[src/rtl/system_top.sv]
// system_top: UART-controlled bring-up top.
// Receives 8N1 command bytes and drives a 10-bit LED register and a trigger
// level. Each command is answered over the UART transmit line.
//   sys_clk          in   system clock; all logic runs on the rising edge
//   sys_reset_n      in   asynchronous active-low reset
//   uart_rxd         in   UART receive line (idle high, asynchronous)
//   uart_txd         out  UART transmit line (idle high, registered)
//   gpio_led_tri_o   out  10-bit LED register
//   gpio_trig_tri_o  out  trigger level register
// Commands: 'L' x -> led[7:0]=x, 'H' x -> led[9:8]=x[1:0], 'T' toggles the
// trigger, 'R' returns led[7:0] then {6'b0,led[9:8]}. Every other opcode
// is answered with '?'. Bytes that arrive while a reply is being sent are
// dropped.
module system_top #(
  parameter int CLKS_PER_BIT = 434
) (
  input  logic       sys_clk,
  input  logic       sys_reset_n,
  input  logic       uart_rxd,
  output logic       uart_txd,
  output logic [9:0] gpio_led_tri_o,
  output logic       gpio_trig_tri_o
);

  localparam int CW = $clog2(CLKS_PER_BIT);
  localparam logic [CW-1:0] BIT_LAST  = CW'(CLKS_PER_BIT - 1);
  localparam logic [CW-1:0] HALF_LAST = CW'(CLKS_PER_BIT / 2 - 1);
  localparam logic [CW-1:0] CNT_ONE   = CW'(1);
  localparam logic [CW-1:0] CNT_ZERO  = CW'(0);

  typedef enum logic [1:0] {RX_IDLE, RX_START, RX_DATA, RX_STOP} rx_state_e;
  typedef enum logic [1:0] {P_IDLE, P_ARG, P_RESP} p_state_e;

  // Receive path state
  logic          rx_meta_q, rx_meta_d;
  logic          rxs_q, rxs_d;
  logic          rxs_prev_q, rxs_prev_d;
  rx_state_e     rx_state_q, rx_state_d;
  logic [CW-1:0] rx_cnt_q, rx_cnt_d;
  logic [2:0]    rx_bit_q, rx_bit_d;
  logic [7:0]    rx_shift_q, rx_shift_d;
  logic          rx_valid_q, rx_valid_d;
  logic [7:0]    rx_byte_q, rx_byte_d;

  // Transmit path state
  logic          tx_busy_q, tx_busy_d;
  logic [8:0]    tx_shift_q, tx_shift_d;
  logic [3:0]    tx_bit_q, tx_bit_d;
  logic [CW-1:0] tx_cnt_q, tx_cnt_d;
  logic          tx_pend_q, tx_pend_d;
  logic [7:0]    tx_pend_byte_q, tx_pend_byte_d;
  logic          txd_q, txd_d;
  logic          tx_done_s;

  // Parser state
  p_state_e      p_state_q, p_state_d;
  logic          arg_hi_q, arg_hi_d;
  logic [9:0]    led_q, led_d;
  logic          trig_q, trig_d;

  // Parser -> transmitter load request (combinational, one cycle)
  logic          tx_load_s;
  logic [7:0]    tx_load_byte_s;
  logic          tx_two_s;
  logic [7:0]    tx_byte2_s;

  // RX: synchroniser, start-bit qualification, mid-bit sampling
  always_comb begin
    rx_meta_d  = uart_rxd;
    rxs_d      = rx_meta_q;
    rxs_prev_d = rxs_q;
    rx_state_d = rx_state_q;
    rx_cnt_d   = rx_cnt_q;
    rx_bit_d   = rx_bit_q;
    rx_shift_d = rx_shift_q;
    rx_valid_d = 1'b0;
    rx_byte_d  = rx_byte_q;
    case (rx_state_q)
      RX_IDLE: begin
        rx_cnt_d = CNT_ZERO;
        if (rxs_prev_q && !rxs_q) begin
          rx_state_d = RX_START;
        end else begin
          rx_state_d = RX_IDLE;
        end
      end
      RX_START: begin
        // Recheck the start bit half a bit after the falling edge.
        if (rx_cnt_q == HALF_LAST) begin
          rx_cnt_d = CNT_ZERO;
          rx_bit_d = 3'd0;
          if (!rxs_q) begin
            rx_state_d = RX_DATA;
          end else begin
            rx_state_d = RX_IDLE;
          end
        end else begin
          rx_cnt_d = rx_cnt_q + CNT_ONE;
        end
      end
      RX_DATA: begin
        if (rx_cnt_q == BIT_LAST) begin
          rx_cnt_d   = CNT_ZERO;
          rx_shift_d = {rxs_q, rx_shift_q[7:1]};
          if (rx_bit_q == 3'd7) begin
            rx_state_d = RX_STOP;
          end else begin
            rx_bit_d = rx_bit_q + 3'd1;
          end
        end else begin
          rx_cnt_d = rx_cnt_q + CNT_ONE;
        end
      end
      RX_STOP: begin
        // A low stop bit is a framing error: the byte is silently dropped.
        if (rx_cnt_q == BIT_LAST) begin
          rx_cnt_d   = CNT_ZERO;
          rx_state_d = RX_IDLE;
          if (rxs_q) begin
            rx_valid_d = 1'b1;
            rx_byte_d  = rx_shift_q;
          end else begin
            rx_valid_d = 1'b0;
          end
        end else begin
          rx_cnt_d = rx_cnt_q + CNT_ONE;
        end
      end
      default: begin
        rx_state_d = RX_IDLE;
        rx_cnt_d   = CNT_ZERO;
      end
    endcase
  end

  // Parser: opcode decode, argument write, response selection
  always_comb begin
    p_state_d      = p_state_q;
    arg_hi_d       = arg_hi_q;
    led_d          = led_q;
    trig_d         = trig_q;
    tx_load_s      = 1'b0;
    tx_load_byte_s = 8'h00;
    tx_two_s       = 1'b0;
    tx_byte2_s     = 8'h00;
    case (p_state_q)
      P_IDLE: begin
        if (rx_valid_q) begin
          case (rx_byte_q)
            8'h4C: begin
              arg_hi_d  = 1'b0;
              p_state_d = P_ARG;
            end
            8'h48: begin
              arg_hi_d  = 1'b1;
              p_state_d = P_ARG;
            end
            8'h54: begin
              trig_d         = ~trig_q;
              tx_load_s      = 1'b1;
              tx_load_byte_s = 8'h4B;
              p_state_d      = P_RESP;
            end
            8'h52: begin
              // Both readback bytes are captured now, before any later write.
              tx_load_s      = 1'b1;
              tx_load_byte_s = led_q[7:0];
              tx_two_s       = 1'b1;
              tx_byte2_s     = {6'b000000, led_q[9:8]};
              p_state_d      = P_RESP;
            end
            default: begin
              tx_load_s      = 1'b1;
              tx_load_byte_s = 8'h3F;
              p_state_d      = P_RESP;
            end
          endcase
        end else begin
          p_state_d = P_IDLE;
        end
      end
      P_ARG: begin
        if (rx_valid_q) begin
          if (arg_hi_q) begin
            led_d[9:8] = rx_byte_q[1:0];
          end else begin
            led_d[7:0] = rx_byte_q;
          end
          tx_load_s      = 1'b1;
          tx_load_byte_s = 8'h4B;
          p_state_d      = P_RESP;
        end else begin
          p_state_d = P_ARG;
        end
      end
      P_RESP: begin
        if (tx_done_s) begin
          p_state_d = P_IDLE;
        end else begin
          p_state_d = P_RESP;
        end
      end
      default: begin
        p_state_d = P_IDLE;
      end
    endcase
  end

  // TX: 8N1 serialiser with one queued follow-on byte sent without a gap
  always_comb begin
    tx_busy_d      = tx_busy_q;
    tx_shift_d     = tx_shift_q;
    tx_bit_d       = tx_bit_q;
    tx_cnt_d       = tx_cnt_q;
    tx_pend_d      = tx_pend_q;
    tx_pend_byte_d = tx_pend_byte_q;
    txd_d          = txd_q;
    tx_done_s      = 1'b0;
    if (!tx_busy_q) begin
      if (tx_load_s) begin
        tx_busy_d      = 1'b1;
        txd_d          = 1'b0;
        tx_shift_d     = {1'b1, tx_load_byte_s};
        tx_bit_d       = 4'd0;
        tx_cnt_d       = CNT_ZERO;
        tx_pend_d      = tx_two_s;
        tx_pend_byte_d = tx_byte2_s;
      end else begin
        txd_d = 1'b1;
      end
    end else begin
      if (tx_cnt_q == BIT_LAST) begin
        tx_cnt_d = CNT_ZERO;
        // tx_bit_q == 9 means the stop bit has just completed.
        if (tx_bit_q == 4'd9) begin
          if (tx_pend_q) begin
            txd_d      = 1'b0;
            tx_shift_d = {1'b1, tx_pend_byte_q};
            tx_bit_d   = 4'd0;
            tx_pend_d  = 1'b0;
          end else begin
            tx_busy_d = 1'b0;
            txd_d     = 1'b1;
            tx_done_s = 1'b1;
          end
        end else begin
          txd_d      = tx_shift_q[0];
          tx_shift_d = {1'b1, tx_shift_q[8:1]};
          tx_bit_d   = tx_bit_q + 4'd1;
        end
      end else begin
        tx_cnt_d = tx_cnt_q + CNT_ONE;
      end
    end
  end

  // State registers for RX, parser and TX
  always_ff @(posedge sys_clk or negedge sys_reset_n) begin
    if (!sys_reset_n) begin
      rx_meta_q      <= 1'b1;
      rxs_q          <= 1'b1;
      rxs_prev_q     <= 1'b1;
      rx_state_q     <= RX_IDLE;
      rx_cnt_q       <= CNT_ZERO;
      rx_bit_q       <= 3'd0;
      rx_shift_q     <= 8'h00;
      rx_valid_q     <= 1'b0;
      rx_byte_q      <= 8'h00;
      tx_busy_q      <= 1'b0;
      tx_shift_q     <= 9'h1FF;
      tx_bit_q       <= 4'd0;
      tx_cnt_q       <= CNT_ZERO;
      tx_pend_q      <= 1'b0;
      tx_pend_byte_q <= 8'h00;
      txd_q          <= 1'b1;
      p_state_q      <= P_IDLE;
      arg_hi_q       <= 1'b0;
      led_q          <= 10'h000;
      trig_q         <= 1'b0;
    end else begin
      rx_meta_q      <= rx_meta_d;
      rxs_q          <= rxs_d;
      rxs_prev_q     <= rxs_prev_d;
      rx_state_q     <= rx_state_d;
      rx_cnt_q       <= rx_cnt_d;
      rx_bit_q       <= rx_bit_d;
      rx_shift_q     <= rx_shift_d;
      rx_valid_q     <= rx_valid_d;
      rx_byte_q      <= rx_byte_d;
      tx_busy_q      <= tx_busy_d;
      tx_shift_q     <= tx_shift_d;
      tx_bit_q       <= tx_bit_d;
      tx_cnt_q       <= tx_cnt_d;
      tx_pend_q      <= tx_pend_d;
      tx_pend_byte_q <= tx_pend_byte_d;
      txd_q          <= txd_d;
      p_state_q      <= p_state_d;
      arg_hi_q       <= arg_hi_d;
      led_q          <= led_d;
      trig_q         <= trig_d;
    end
  end

  assign uart_txd        = txd_q;
  assign gpio_led_tri_o  = led_q;
  assign gpio_trig_tri_o = trig_q;

endmodule

[config.mk]
export PLATFORM = sky130hd
export DESIGN_NAME = system_top
export DESIGN_NICKNAME = d
export VERILOG_FILES = /design/src/rtl/system_top.sv
export SDC_FILE = /design/constraint.sdc
export NUM_CORES = 1
export LEC_CHECK = 0
export ABC_AREA = 1
export CORE_AREA = 2 2 84 86
export CTS_BUF_LIST = sky130_fd_sc_hd__clkbuf_8
export DETAILED_ROUTE_END_ITERATION = 7
export DIE_AREA = 0 0 86 88
export PLACE_DENSITY = 0.84
export SYNTH_ARGS = -nofsm -noshare
export SYNTH_HDL_FRONTEND = slang
export SYNTH_SLANG_ARGS = --single-unit
[constraint.sdc]
create_clock -name sys_clk -period 2.55 [get_ports sys_clk]
set_input_delay 0.3825 -clock sys_clk [delete_from_list [all_inputs] [get_ports sys_clk]]
set_output_delay 0.3825 -clock sys_clk [all_outputs]
set_load 0.01 [all_outputs]
==> reports/results.ini, run 1 <==
[timing]
max_freq_mhz = 552
tns_ps = 0
relSlewSlack_pct = 40.9
worstMarginPinSlew_ps = 887
hold_viol = 0
fin_skew_ps = 11.2
fin_crit_sh_pct = 71.0
fin_crit_ps = 1810
grt_setup_unrepaired = false
report.final.slew_viol_count = 0
setup_viol = 0

[place]
place_inst = 529
hpwl_um = 4950
port_buffers = 14
gp_congestion = 0.874

[clock_tree]
ctsHoldBuffers = 0
cts_htree_levels = 3
postCtsSetupBuffers = 0
cts_root_buffer = clkbuf_8
cts_buffers = 9
clk_pin_slew_ps = 80
tritoncts_num_sinks = 74
cts.repair.resized = 0
clk_path_buf_depth = 2
cts_tree = built
clk-insertion-delay-late_ps = 360

[pwr]
p_leak_nw = 1.85
vdd_ir_drop_max_mv = 0.461
power.density_nw_per_um2 = 574

[yosys]
synth_edf_count = 0
ys_warn_count = 0
synth_nets = 455
syn_area_um2 = 3720
ys_seq_area_share_pct = 50.1
netlist_instances = 443
async_reset_ff_share_pct = 100
synth_top_flop_cell = dfrtp_1
synth-seq-cells = 74
ys_types = 36
synth.avg_cell_area_um2 = 8.41

[floorplan]
core_um2 = 6640
die_w_um = 86
die_area_um2 = 7570
die_h_um = 88
pin_count = 15
std_cell_rows = 30
floorplan.initialDensity_pct = 56.0

[final_layout]
multi_input_area_um2 = 1580
syn2layout_area_growth_pct = 9.21
layout.nets = 472
antenna_cells = 0
fin_util_pct = 61.2
fillCellCount = 537
drive_above_1_share_pct = 13.5
seq_area_um2 = 1870
fin_cells = 545

[setup_path]
path_buf_inv = 1
worst_setup_path_start_kind = register
slowest_stage = dfstp_2
critPathTopFamily = flip-flops
critPathCaptureType = primary output
critPathKind = register to primary output
cpPeakStageDelay_ps = 540
crit_arrival_ps = 1430
critPathRequiredTime_ps = 2170
cp_cell_sequence = clkdlybuf4s50_1
path_max_fanout = 2

[route]
first_iter_violations = 159
totalWireLength_um = 7260
drtPass1Iterations = 4
wl_per_cell_um = 13.3
antenna_left = 0
vias = 2911
drc = 0
via_per_inst = 5.34

[run_status]
run_status = complete, no violations

[global_routing]
antenna_found_initial = 0
grt_pass1_vias = 2879
grt_pass1_wl_um = 12700
overflow = 0
grt_usage_pct = 21.3
grt_max_degree = 75

[job]
max-cap-violations = 0

[worst_hold_path]
holdCritPathClass = input pin to asynchronous set/reset pin

## Yosys cell counts (2+ instances only)
master	n	area (um2)
a21oi_1	11	55.1
a22o_1	2	17.5
a31oi_1	3	18.8
buf_2	3	15.0
buf_6	5	56.3
dfrtp_1	62	1550
dfstp_2	12	315
ha_1	9	113
inv_1	49	184
inv_2	6	22.5
nand2_1	121	454
nand2_2	5	31.3
nand2_4	2	22.5
nand3_1	26	130
nand4_1	8	50.1
nor2_1	40	150
nor2_2	6	37.5
nor2_4	2	22.5
nor3_1	8	40.0
o21ai_0	19	95.1
o21ai_1	17	85.1
o21ai_2	7	61.3
o22ai_1	3	18.8
xnor2_1	3	26.3
xor2_1	3	26.3
## cells in the final DEF (no fill, tap or decap), types with 11 or more instances in the layout
cell type and n:
a21oi_1 11, clkdlybuf4s50_1 13, inv_1 49, dfrtp_1 62, o21ai_1 17, dfstp_2 12, nor2_1 40, nand3_1 26
o21ai_0 19, nand2_1 121
## report_power, final
group	leakage [nW]	total, W	switching [W]	internal, W
clock	0.0900	0.000829	0.000470	0.000359
combinational	0.772	0.000244	0.000178	0.0000664
sequential	0.987	0.00126	0.0000532	0.00121
## worst reg2reg max path: stages (launching register included)
cell,delay (ps)
dfrtp_1,400
inv_1,90
ha_1,160
nand2_1,50
nor3_1,120
nand2_1,180
nand2_1,150
nand2_1,100
inv_1,230
nand3_1,120
nand2_1,100
## state kept, by name (all words and copies together) (netlist names), 2 cells and up, named ones only
register and flops:
tx_shift_q 8, rx_byte_q 8, rx_bit_q 3, tx_cnt_q 9, p_state_q 2, rx_shift_q 8, tx_bit_q 4, gpio_led_tri_o 10
tx_pend_byte_q 2, rx_cnt_q 9
## per-layer routing
layer  share of wire [%]  global-route usage [%]
met5                   0                       0
met4                 2.0                    8.66
met3                 4.2                    5.37
met2                  48                    34.5
met1                  46                    27.5
## cells by family (layout without fill, tap and decap cells)
kind of cell	Yosys count	in the layout	synth area share (%)
DFF	74	74	50.1
and+or+nand+nor	224	224	27.1
buffers and inverters	63	85	7.46
muxes	1	1	0.403
AOI/OAI and AO/OA	66	66	10.5
xor gates and xnor gates	6	6	1.41
adders and majority gates	9	9	3.02
## layout make-up
cell class | instances | share of cell area, %
Multi-Input combinational cell | 306 | 38.8
Inverter | 55 | 5.08
Clock inverter | 7 | 1.29
Timing Repair Buffer | 14 | 3.38
Clock buffer | 9 | 3.05
Sequential cell | 74 | 45.9
Tap cell | 80 | 2.46
## through the flow
step	total power [W]	hold slack, ps	setup WS, ps	instance area [um2]
after global routing	0.00244	238	622	4070
after global placement	0.00149	347	908	3890
final	0.00233	148	740	4070
after floorplan	0.00144	86.9	1080	3720
after CTS	0.00235	184	726	4070
after detailed placement	0.00152	349	848	3890
## final timing paths
path / from / to / slack (ps) / depth (start not counted)
max reg2reg: rx_cnt_q[1] / register / 800 / 10
max: uart_txd / uart_txd / 740 / 1
min: sys_reset_n / tx_cnt_q[6] / 150 / 1
max in group asynchronous: sys_reset_n / rx_bit_q[2] / 1840 / 1
min reg2reg: rx_meta_q / rxs_prev_d / 360 / 0
min in group sys_clk: rx_meta_q / rxs_prev_d / 360 / 0
Power figures use the tool's default switching activity.
==> inputs of run 2 (changes only) <==
--- a/config.mk
+++ b/config.mk
@@ -10,7 +10,7 @@
 export CTS_BUF_LIST = sky130_fd_sc_hd__clkbuf_8
 export DETAILED_ROUTE_END_ITERATION = 7
 export DIE_AREA = 0 0 86 88
-export PLACE_DENSITY = 0.84
+export PLACE_DENSITY = 0.87
 export SYNTH_ARGS = -nofsm -noshare
 export SYNTH_HDL_FRONTEND = slang
 export SYNTH_SLANG_ARGS = --single-unit
==> constraint.sdc (replaced) <==
create_clock -name sys_clk -period 1.5 [get_ports sys_clk]
set_input_delay 0.225 -clock sys_clk [delete_from_list [all_inputs] [get_ports sys_clk]]
set_output_delay 0.225 -clock sys_clk [all_outputs]
set_load 0.01 [all_outputs]
==> run 2 against run 1 <==
The run now ends with setup timing left. Cell count is 10% higher. Design area increased by 19%. Non-clock buffer count grew 54. First-iteration DRC count rose by 120%. Clock skew increased by 7.0 ps. Sequential share of layout area down 7.1 points. Sequential power is 72% higher. Core utilization rose by 11 points. Die area is the same. Highest routed layer unchanged.
==> reports/results.ini, run 2 (synthesized netlist as in run 1, its figures left out) <==
[pwr]
vdd_ir_drop_max_mv = 1.04
power_w = 0.00438
p_leak_nw = 2.22
power.density_nw_per_um2 = 907

[worst_hold_path]
holdCritPathClass = input pin to register

[route]
first_iter_violations = 349
drc = 0
vias = 3484
totalWireLength_um = 10300
wl_per_cell_um = 17.2
via_per_inst = 5.80
antenna_left = 0
drtPass1Iterations = 5

[floorplan]
die_area_um2 = 7570
floorplan.initialDensity_pct = 56.0
die_w_um = 86
core_um2 = 6640
die_h_um = 88
std_cell_rows = 30
pin_count = 15

[place]
hpwl_um = 5380
port_buffers = 14
gp_congestion = 0.892
pre_cts_slack_ps = -57.0

[final_layout]
syn2layout_area_growth_pct = 29.5
drive_above_1_share_pct = 34.7
largest_reg_flops = 10
final_cell_mix = nand2_1 (102), dfrtp_1 (59), buf_4 (44)
layout.nets = 528
final_common_cell = nand2_1
antenna_cells = 0

[timing]
max_freq_mhz = 610
fin_crit_sh_pct = 109
fin_skew_ps = 18.3
report.final.slew_viol_count = 0
worstMarginPinSlew_ps = 558
relSlewSlack_pct = 62.5
fin_ws_ps = -140
grt_setup_unrepaired = true
hold_viol = 0
setup_viol = 24
tns_ps = -1280
fin_crit_ps = 1640

[setup_path]
critPathRequiredTime_ps = 1760
path_max_fanout = 6
critPathCaptureType = register
r2r_cells = 7
r2r_slack_ps = -140
critPathKind = register to register
r2r-start = rx_cnt_q[2]
crit_arrival_ps = 1900
cp-startpoint = rx_cnt_q[2]
worst_setup_path_start_kind = register

[global_routing]
grt_pass1_vias = 3129
antenna_found_initial = 0
overflow = 0
grt_pass1_wl_um = 14100
grt_max_degree = 75
grt_usage_pct = 23.8

[clock_tree]
cts_buffers = 9
clk-insertion-delay-late_ps = 370
clk_path_buf_depth = 2
tritoncts_num_sinks = 74
clk_pin_slew_ps = 90
cts_root_buffer = clkbuf_8
cts_tree = built
cts_htree_levels = 3

[run_status]
violations = setup timing
run_status = complete, but fails checks

[job]
max-cap-violations = 0

==> run 2: cell count changes in the layout (fill, tap and decap cells not counted), moves of 8 or more <==
cell / previous run / this run
a21oi_2: 1 / 9
buf_4: 1 / 44
nand2_1: 121 / 102
nand2_2: 5 / 18
inv_1: 49 / 40
clkdlybuf4s50_1: 13 / 1
dlygate4sd2_1: 0 / 12
a21oi_1: 11 / 3
==> run 2: layer usage <==
layer	GRT usage (%)	share of wire, %
met1	28.9	39
met2	40.4	52
met3	6.03	5.3
met4	9.96	3.3
met5	0	0
==> run 2: layout make-up <==
type / count / area, um2
clock buffers: 9 / 124
clock inverters: 7 / 55.1
fillers: 425 / 1820
inverters: 55 / 216
multi-input cells: 308 / 1880
flip-flops and latches: 74 / 1870
well taps: 80 / 100
repair buffers: 68 / 574
==> run 2: worst max-delay path, stage by stage (launching register included) <==
cell and delay [ps]:
dfrtp_1 450, nor3_1 320, nand2_2 210, nand2_2 160
buf_6 110, nand4_1 120, nand2_1 100, nand2_1 60
==> run 2: power by group <==
group	leakage (nW)	switching (W)	internal (W)	total, W
combinational	1.14	0.000485	0.000284	0.000769
clock	0.0912	0.000827	0.000611	0.00144
sequential	0.983	0.000108	0.00206	0.00217
==> run 2: how the worst min path moves through the flow <==
stage | startpoint | slack [ps] | depth (start not counted) | end
2_1_floorplan | sys_reset_n | -70 | 0 | asynchronous set/reset pin
3_3_place_gp | sys_reset_n | 280 | 2 | tx_cnt_q[7]
3_5_place_dp | sys_reset_n | 280 | 2 | tx_cnt_q[7]
4_1_cts | uart_rxd | 250 | 1 | rx_meta_q
5_1_grt | uart_rxd | 270 | 1 | rx_meta_q
6_report | uart_rxd | 260 | 1 | rx_meta_q
==> run 2: repair_timing <==
action,4_1_cts,5_1_grt
hold endpoints to repair,62,0
buffers inserted,10,11
hold buffers,1,0
endpoints found under the setup margin,56,63
gates resized for setup,29,86
cloned,1,1
pin swaps,2,26
==> run 2: per-stage QoR <==
stage	hold slack, ps	cells	util [%]	cell area [um2]
CTS	254	589	67.0	4450
finish	261	601	72.6	4820
global route	271	601	72.6	4820
detailed placement	282	561	62.3	4140
floorplan	-70.6	443	-	3720
global placement	277	561	62.3	4140
